File: src/rtl/mem_ctrl_pkg.sv
// Shared definitions for the memory arbiter / refresh controller.
//   state_t            : controller FSM states
//   REQ0 / REQ1        : requester identifiers used by the grant and response paths
//   MIN_REFRESH_PERIOD : smallest refresh period that leaves room for a 3-cycle refresh
//   rsp_tag_t          : read-response tag carried alongside an accepted read
package mem_ctrl_pkg;

  typedef enum logic [1:0] {
    SERVE  = 2'd0,
    REF_RD = 2'd1,
    REF_WB = 2'd2
  } state_t;

  localparam logic REQ0 = 1'b0;
  localparam logic REQ1 = 1'b1;

  localparam int MIN_REFRESH_PERIOD = 8;

  typedef struct packed {
    logic issued;
    logic id;
  } rsp_tag_t;

endpackage

File: src/rtl/rr_arbiter2.sv
// Two-input round-robin arbiter.
//   clk, reset : clock and synchronous active-high reset
//   req[1:0]   : request lines (already qualified by the caller)
//   advance    : a grant was taken this cycle; remember who won
//   gnt[1:0]   : one-hot (or zero) grant, combinational from req
// After reset the pointer names requester 1 as last granted, so requester 0
// wins the first tie.
module rr_arbiter2
  import mem_ctrl_pkg::*;
(
  input  logic       clk,
  input  logic       reset,
  input  logic [1:0] req,
  input  logic       advance,
  output logic [1:0] gnt
);

  logic       last_r;
  logic [1:0] gnt_s;

  // Last-granted pointer, updated only when a grant is actually taken
  always_ff @(posedge clk) begin
    if (reset) begin
      last_r <= REQ1;
    end else if (advance) begin
      last_r <= gnt_s[1];
    end else begin
      last_r <= last_r;
    end
  end

  // Grant: a lone requester wins outright; a tie goes to the one not granted last
  always_comb begin
    gnt_s = 2'b00;
    if (req == 2'b11) begin
      if (last_r == REQ1) begin
        gnt_s = 2'b01;
      end else begin
        gnt_s = 2'b10;
      end
    end else begin
      gnt_s = req;
    end
  end

  assign gnt = gnt_s;

endmodule

File: src/rtl/mem_arbiter_ctrl.sv
// Two-port arbiter and refresh scheduler in front of a single-port memory.
//   clk, reset              : clock, synchronous active-high reset
//   reqN_valid/write/addr/wdata : requester N command (N = 0, 1)
//   reqN_ready              : combinational grant; accepted when valid & ready
//   rspN_valid / rspN_rdata : read-data pulse, two edges after acceptance
//   mem_write_enb / mem_read_enb / mem_address / mem_data_in : registered memory command
//   mem_data_out            : memory read data, one cycle after the read command
// Refresh steals three cycles every REFRESH_PERIOD: issue a read of ref_addr,
// wait one cycle for the data, then write it back and advance ref_addr.
module mem_arbiter_ctrl
  import mem_ctrl_pkg::*;
#(
  parameter int width          = 4,
  parameter int data_width     = 8,
  parameter int REFRESH_PERIOD = 64
) (
  input  logic                  clk,
  input  logic                  reset,
  input  logic                  req0_valid,
  input  logic                  req0_write,
  input  logic [width-1:0]      req0_addr,
  input  logic [data_width-1:0] req0_wdata,
  output logic                  req0_ready,
  input  logic                  req1_valid,
  input  logic                  req1_write,
  input  logic [width-1:0]      req1_addr,
  input  logic [data_width-1:0] req1_wdata,
  output logic                  req1_ready,
  output logic                  rsp0_valid,
  output logic [data_width-1:0] rsp0_rdata,
  output logic                  rsp1_valid,
  output logic [data_width-1:0] rsp1_rdata,
  output logic                  mem_write_enb,
  output logic                  mem_read_enb,
  output logic [width-1:0]      mem_address,
  output logic [data_width-1:0] mem_data_in,
  input  logic [data_width-1:0] mem_data_out
);

  localparam int CNT_W = $clog2(REFRESH_PERIOD);

  if (REFRESH_PERIOD < MIN_REFRESH_PERIOD) begin : g_bad_refresh_period
    $error("REFRESH_PERIOD must be at least %0d", MIN_REFRESH_PERIOD);
  end

  state_t                state_r;
  state_t                state_nxt_s;
  logic [CNT_W-1:0]      ref_cnt_r;
  logic                  refresh_pending_r;
  logic [width-1:0]      ref_addr_r;

  logic                  serve_open_s;
  logic [1:0]            arb_req_s;
  logic [1:0]            arb_gnt_s;
  logic                  accept_s;

  logic                  sel_write_s;
  logic [width-1:0]      sel_addr_s;
  logic [data_width-1:0] sel_wdata_s;
  logic                  sel_id_s;

  logic                  cmd_we_s;
  logic                  cmd_re_s;
  logic [width-1:0]      cmd_addr_s;
  logic [data_width-1:0] cmd_din_s;
  rsp_tag_t              cmd_tag_s;

  logic                  mem_we_r;
  logic                  mem_re_r;
  logic [width-1:0]      mem_addr_r;
  logic [data_width-1:0] mem_din_r;

  // First pipe entry is the tag of the read just issued; the second entry is
  // kept one-hot per requester so the response strobes come straight off flops.
  rsp_tag_t              pipe_r;
  logic [1:0]            rsp_valid_r;

  // Clients are only served in SERVE when no refresh is waiting
  assign serve_open_s = (state_r == SERVE) && !refresh_pending_r;

  // Arbiter requests, masked while refresh owns the memory
  always_comb begin
    if (serve_open_s) begin
      arb_req_s = {req1_valid, req0_valid};
    end else begin
      arb_req_s = 2'b00;
    end
  end

  rr_arbiter2 u_arb (
    .clk     (clk),
    .reset   (reset),
    .req     (arb_req_s),
    .advance (accept_s),
    .gnt     (arb_gnt_s)
  );

  assign accept_s   = |arb_gnt_s;
  assign req0_ready = arb_gnt_s[0];
  assign req1_ready = arb_gnt_s[1];

  // Command fields of whichever requester the arbiter picked
  always_comb begin
    if (arb_gnt_s[1]) begin
      sel_write_s = req1_write;
      sel_addr_s  = req1_addr;
      sel_wdata_s = req1_wdata;
      sel_id_s    = REQ1;
    end else begin
      sel_write_s = req0_write;
      sel_addr_s  = req0_addr;
      sel_wdata_s = req0_wdata;
      sel_id_s    = REQ0;
    end
  end

  // FSM state register
  always_ff @(posedge clk) begin
    if (reset) begin
      state_r <= SERVE;
    end else begin
      state_r <= state_nxt_s;
    end
  end

  // FSM next-state logic
  always_comb begin
    state_nxt_s = SERVE;
    case (state_r)
      SERVE: begin
        if (refresh_pending_r) begin
          state_nxt_s = REF_RD;
        end else begin
          state_nxt_s = SERVE;
        end
      end
      REF_RD:  state_nxt_s = REF_WB;
      REF_WB:  state_nxt_s = SERVE;
      default: state_nxt_s = SERVE;
    endcase
  end

  // FSM outputs: next memory command and response tag
  always_comb begin
    cmd_we_s   = 1'b0;
    cmd_re_s   = 1'b0;
    cmd_addr_s = mem_addr_r;
    cmd_din_s  = mem_din_r;
    cmd_tag_s  = '{issued: 1'b0, id: REQ0};
    case (state_r)
      SERVE: begin
        if (refresh_pending_r) begin
          cmd_re_s   = 1'b1;
          cmd_addr_s = ref_addr_r;
        end else if (accept_s) begin
          cmd_we_s   = sel_write_s;
          cmd_re_s   = !sel_write_s;
          cmd_addr_s = sel_addr_s;
          cmd_tag_s  = '{issued: !sel_write_s, id: sel_id_s};
          if (sel_write_s) begin
            cmd_din_s = sel_wdata_s;
          end else begin
            cmd_din_s = mem_din_r;
          end
        end else begin
          cmd_we_s = 1'b0;
        end
      end
      REF_RD: begin
        cmd_re_s = 1'b0;
      end
      REF_WB: begin
        // mem_data_out here is what the refresh read returned
        cmd_we_s   = 1'b1;
        cmd_addr_s = ref_addr_r;
        cmd_din_s  = mem_data_out;
      end
      default: begin
        cmd_we_s = 1'b0;
      end
    endcase
  end

  // Refresh timer: free-running, raises pending on every wrap
  always_ff @(posedge clk) begin
    if (reset) begin
      ref_cnt_r         <= '0;
      refresh_pending_r <= 1'b0;
    end else if (ref_cnt_r == CNT_W'(REFRESH_PERIOD - 1)) begin
      ref_cnt_r         <= '0;
      refresh_pending_r <= 1'b1;
    end else begin
      ref_cnt_r <= ref_cnt_r + CNT_W'(1);
      if ((state_r == SERVE) && refresh_pending_r) begin
        refresh_pending_r <= 1'b0;
      end else begin
        refresh_pending_r <= refresh_pending_r;
      end
    end
  end

  // Refresh row pointer, advanced once per completed write-back
  always_ff @(posedge clk) begin
    if (reset) begin
      ref_addr_r <= '0;
    end else if (state_r == REF_WB) begin
      ref_addr_r <= ref_addr_r + width'(1);
    end else begin
      ref_addr_r <= ref_addr_r;
    end
  end

  // Registered memory command
  always_ff @(posedge clk) begin
    if (reset) begin
      mem_we_r   <= 1'b0;
      mem_re_r   <= 1'b0;
      mem_addr_r <= '0;
      mem_din_r  <= '0;
    end else begin
      mem_we_r   <= cmd_we_s;
      mem_re_r   <= cmd_re_s;
      mem_addr_r <= cmd_addr_s;
      mem_din_r  <= cmd_din_s;
    end
  end

  // Response pipe: tag follows the read until its data leaves the memory
  always_ff @(posedge clk) begin
    if (reset) begin
      pipe_r      <= '{issued: 1'b0, id: REQ0};
      rsp_valid_r <= 2'b00;
    end else begin
      pipe_r         <= cmd_tag_s;
      rsp_valid_r[0] <= pipe_r.issued && (pipe_r.id == REQ0);
      rsp_valid_r[1] <= pipe_r.issued && (pipe_r.id == REQ1);
    end
  end

  assign mem_write_enb = mem_we_r;
  assign mem_read_enb  = mem_re_r;
  assign mem_address   = mem_addr_r;
  assign mem_data_in   = mem_din_r;
  assign rsp0_valid    = rsp_valid_r[0];
  assign rsp1_valid    = rsp_valid_r[1];
  assign rsp0_rdata    = mem_data_out;
  assign rsp1_rdata    = mem_data_out;

endmodule

File: config.mk
export PLATFORM = sky130hd
export DESIGN_NAME = mem_arbiter_ctrl
export DESIGN_NICKNAME = d
export VERILOG_FILES = /design/src/rtl/mem_ctrl_pkg.sv /design/src/rtl/rr_arbiter2.sv /design/src/rtl/mem_arbiter_ctrl.sv
export SDC_FILE = /design/constraint.sdc
export NUM_CORES = 1
export LEC_CHECK = 0
export ABC_AREA = 1
export BUFFER_PORTS_ARGS = -buffer_cell sky130_fd_sc_hd__buf_4
export CORE_MARGIN = 3
export CORE_UTILIZATION = 43
export DETAILED_ROUTE_END_ITERATION = 6
export HOLD_SLACK_MARGIN = 0.05
export PLACE_DENSITY = 0.82
export SYNTH_ARGS = -nofsm -noshare
export SYNTH_HDL_FRONTEND = slang
export SYNTH_SLANG_ARGS = --single-unit
File: constraint.sdc
create_clock -name clk -period 1.3 [get_ports clk]
set_input_delay 0.13 -clock clk [delete_from_list [all_inputs] [get_ports clk]]
set_output_delay 0.13 -clock clk [all_outputs]
set_load 0.05 [all_outputs]
; Word-level counts from Yosys, hierarchy flattened
; Cells that the tools add are included.
[totals]
regBits = 32
out_inout_bits = 34
word_cells = 63
[classes]
n_addsub = 2
eq_ne = 8
n_mux = 23
n_bitwise = 3
reduce_logical = 15
[op_table]
columns = operator, n
row1 = 8-bit two-way mux, 4
row2 = 8-bit one-hot mux with 2 select lines, 1
row3 = 4-bit two-way mux, 3
row4 = 1-bit two-way mux, 9
row5 = 4-bit one-hot mux with 2 select lines, 1
row6 = 6-bit by 1-bit adder with 6-bit output (second input constant), 1
row7 = 6-bit == test (second input constant), 1
row8 = 2-bit two-way mux, 3
row9 = 2-bit inequality test (second input constant), 3
row10 = 2-bit OR reduction, 3
row11 = 4-bit by 1-bit adder with 4-bit output (second input constant), 1
row12 = 2-bit == test (second input constant), 2
row13 = 1-bit logical AND, 4
row14 = 2-bit one-hot mux with 2 select lines, 1
row15 = 4-bit AND reduction, 1
row16 = 2-bit nonzero test, 2
row17 = 4-bit OR reduction, 1
row18 = 3-bit inequality test (second input constant), 1
row19 = 1-bit NOT, 3
row20 = 2-bit by 1-bit == test with 1-bit output (second input constant), 1
row21 = 1-bit zero test, 2
row22 = 2-bit zero test, 1
row23 = 1-bit one-hot mux with 2 select lines, 1
row24 = 2-bit AND reduction, 1

; Logic depth before layout (Yosys ltp)
[depth]
ltp_word = 10
mapped_depth = 10

; Hierarchy
; Synthesis repeated with hierarchy kept, for this count alone.
[hier_totals]
cells_unflattened = 263
area_unflattened_um2 = 1681.6
[by_module_without_submodules]
columns = mod, instances, cells_each, area_each_um2, seq_area_each_um2
row1 = mem_arbiter_ctrl, 1, 254, 1622.8, 620.6
row2 = rr_arbiter2, 1, 9, 58.8, 20.0

; Worst setup path before layout
; Ideal clock, no wire load.
[synth_timing]
path_kind = reg2out
from = register state_r[0]
to = output req0_ready
arrival_ps = 1425
path_slack_ps = -255
stages_incl_launch_ff = 4
path_cell_list = dfxtp_1 nor2_4 nand3_1 a21oi_1
[synth_between]
elab_chain_cells = 5
[synth_lines]
columns = item, line
row1 = from (decl), mem_arbiter_ctrl.sv:46  ; state_t state_r;
row2 = from (signal assigned), mem_arbiter_ctrl.sv:122  ; state_r <= state_nxt_s;
row3 = 2-bit zero test (*), mem_arbiter_ctrl.sv:79  ; assign serve_open_s = (state_r == SERVE) && !refresh_pending_r;
row4 = 1-bit logical AND (*), mem_arbiter_ctrl.sv:79
row5 = 2-bit two-way mux (*), mem_arbiter_ctrl.sv:83  ; if (serve_open_s) begin
row6 = 2-bit == test, rr_arbiter2.sv:35  ; if (req == 2'b11) begin
row7 = 2-bit two-way mux (*), rr_arbiter2.sv:35
row8 = to (decl), mem_arbiter_ctrl.sv:23  ; output logic req0_ready,
; Mark *: on every way between the ends. The rest lies on a longest branch, timed or not.

; Worst setup path after layout
[layout_timing]
from = register state_r[1]
to = output req0_ready
; The elaborated chain is that of the path after synthesis.

==> results.cfg <==
[setup_path]
worst-path-stages = 5
reg2reg_to = mem_data_in[7]$_SDFFE_PP0P_
worst-path-buf-inv = 2
cpPeakStageDelay_ps = 360
r2r_cells = 11
startpoint = state_r[1]$_SDFF_PP0_
cp_top_family = flip-flops
critPathCapture = req0_ready
cp_common_cell = buf_6
critPathMaxFanout = 4
worst_setup_path_end_kind = output pin
path_class = reg2out
critPathLaunchType = flip-flop
required_ps = 1170
worst_path_max_delay_cell = dfxtp_4
r2r-start = state_r[1]$_SDFF_PP0_
cp.arrival_ps = 1370
crit_chain = nor2_4 -> nand3_2 -> buf_6 -> a21oi_4 -> buf_6
r2r_slack_ps = -180

[status]
violations = negative setup slack
status = finished with violations

[final_layout]
seq_area_um2 = 648
synthToLayoutAreaGrowth_pct = 50.1
multi_input_area_um2 = 891
final_nets = 355
fillCellCount = 314
drive_above_1_share = 0.441
layout.cells.non_filler = 361
num_antenna_cells = 0
post-route-util = 0.680

[yosys]
yosysMostFrequentCell = nand2_1
synth_top_area_cell = dfxtp_1
netlist_top_cells_count = nand2_1 (57), nor2_1 (34), dfxtp_1 (32)
synth-compound-area-share = 0.0936
synthMuxAreaShare = 0
ys_seq_area_frac = 0.380
ys.flop_type = dfxtp_1
synth_edf_count = 0
yosys.area_share.simple = 0.367
synth_top_family_by_area = simple AND/OR/NAND/NOR gates
synth_area_mm2 = 0.00168
postSynthCellCount = 234
netlist.area_leader.share = 0.380
async_flop_share = 0
synth_xor_area_frac = 0
ys_ff_latch = 32
synthTopCellsByArea = dfxtp_1 (38%), nand2_1 (13%), buf_4 (7.6%)
syn_avg_cell_area_um2 = 7.20
syn-num-nets = 274
synthAdderAreaFrac = 0.0149
synth_cell_types = 25
yosysWarnings = 0

[grt]
grt_pass1_wl_um = 7240
grt_max_degree = 22
grt_antenna_before_repair = 0
grtUsageTotal = 0.210
gr-total-overflow = 0
grt_pass1_vias = 1642

[placement]
io_buffers = 71
dp.final_hpwl_um = 3040
dp.cells = 341
place.gp.congestion = 0.769
post-place-ws_ps = -70.2

[sta]
slew_headroom = 0.732
fin_ws_ps = -202
max_clock_freq_mhz = 666
finClkSkew_ps = 4.73
min_period_over_period = 1.16
slew_viol_final = 0
tightest_slew_ps = 402
fin_crit_ps = 1500
rsz0062_at_grt = true
timing.setup.tns_ps = -1990
setup_viol = 15
hold_viol = 0

[power_and_ir_drop]
pwr-share-comb = 0.322
finalPower_mw = 2.54
switching_share = 0.333
p_clk_frac = 0.259
p_leak_nw = 1.25
power_density_mw_per_mm2 = 1010
seqPwrFrac = 0.418
cellInternalPower_mw = 1.70
p_sw_mw = 0.847
ir_worst_vdd_v = 0.000633

[route]
vias = 1762
wl_per_cell_um = 13.1
viasPerCell = 4.88
drt_pre_antenna_iters = 4
first_iter_violations = 67
antenna_left = 0
drt_wl_total_um = 4720
drc = 0

[clock_tree]
cts.sinks = 32
cts-root-buf = clkbuf_8
holdBufCountCts = 0
cts_tree = done
ctsHtreeMaxLevel = 2
cts_buffers = 5
clkTransAtPathRegs_ps = 60
clk_latency_ps = 280
clockBufferDepth = 2

[floorplan]
ios = 72
row_count = 22
die_h_um = 68.6
die_area_mm2 = 0.00470
coreArea_mm2 = 0.00372
start_util = 0.453
die_x_um = 68.6

[run]
drv_cap = 0

[hold_path]
hold_depth = 2
hold_path.class = in2reg
==> worst min path at each step <==
stage / endpoint / start
global placement: rsp_valid_r[1]$_SDFF_PP0_ / reset
global route: pipe_r[0]$_SDFF_PP0_ / reset
floorplan: mem_write_enb$_SDFF_PP0_ / reset
detailed placement: rsp_valid_r[1]$_SDFF_PP0_ / reset
CTS: state_r[1]$_SDFF_PP0_ / reset
finish: rsp_valid_r[1]$_SDFF_PP0_ / reset
==> metrics by stage <==
stage	area [um^2]	hold slack (ps)
after CTS	2460	61.7
after floorplan	1700	199
after global placement	2220	356
after detailed placement	2220	356
final	2530	75.4
after global routing	2530	75.7
==> flip-flops by register name, indices dropped and copies added (netlist names) <==
signal,count
ref_cnt_r,6
mem_data_in,8
refresh_pending_r,1
u_arb.last_r,1
rsp_valid_r,2
state_r,2
mem_write_enb,1
pipe_r,2
mem_address,4
ref_addr_r,4
mem_read_enb,1
==> cell type report <==
cell class	instances	area share
clock buffers	5	0.0272
inverters	18	0.0267
well taps	48	0.0238
flip-flops and latches	32	0.256
multi-input cells	162	0.352
repair buffers	96	0.313
==> per-layer routing <==
layer / up-vias / routed length (um) / GRT usage
met5: - / 0 / 0
met3: 12 / 379 / 0.0762
met4: 0 / 111 / 0.0769
li1: 889 / - / -
met2: 73 / 2400 / 0.364
met1: 788 / 1830 / 0.234
==> what timing repair did <==
item | 4_1_cts | 5_1_grt
setup buffers | 12 | 2
pin swaps | 13 | 19
gates cloned | 1 | 0
resized for setup | 18 | 21
setup endpoints to repair | 13 | 23
==> power by group through the flow <==
stage | logic [mW] | clock network, mW | registers, mW
3_3_place_gp | 0.715 | 0 | 1.09
4_1_cts | 0.782 | 0.683 | 1.07
2_1_floorplan | 0.348 | 0 | 1.23
6_report | 0.820 | 0.660 | 1.06
3_5_place_dp | 0.723 | 0 | 1.09
5_1_grt | 0.881 | 0.722 | 1.07
==> layout by cell type, fill, tap and decap left out, types with 3 or more instances in the layout <==
| cell type | count |
|---|---|
| nand2_2 | 10 |
| nor3b_1 | 3 |
| buf_6 | 9 |
| nor2_1 | 31 |
| dfxtp_1 | 30 |
| nor2_4 | 3 |
| or2_0 | 6 |
| buf_12 | 3 |
| nand2_1 | 48 |
| nand3_2 | 6 |
| clkbuf_8 | 5 |
| buf_4 | 84 |
| o21ai_0 | 13 |
| nor2_2 | 5 |
| inv_1 | 16 |
| a21oi_1 | 12 |
| nand3_1 | 9 |
==> kinds of logic (layout without fill, tap and decap cells) <==
group           count (synthesis)  after routing
flops                          32             32
simple gates                  128            129
fa+ha+maj                       2              2
compound gates                 31             31
buf+inv                        41            119
Power figures use the tool's default switching activity.
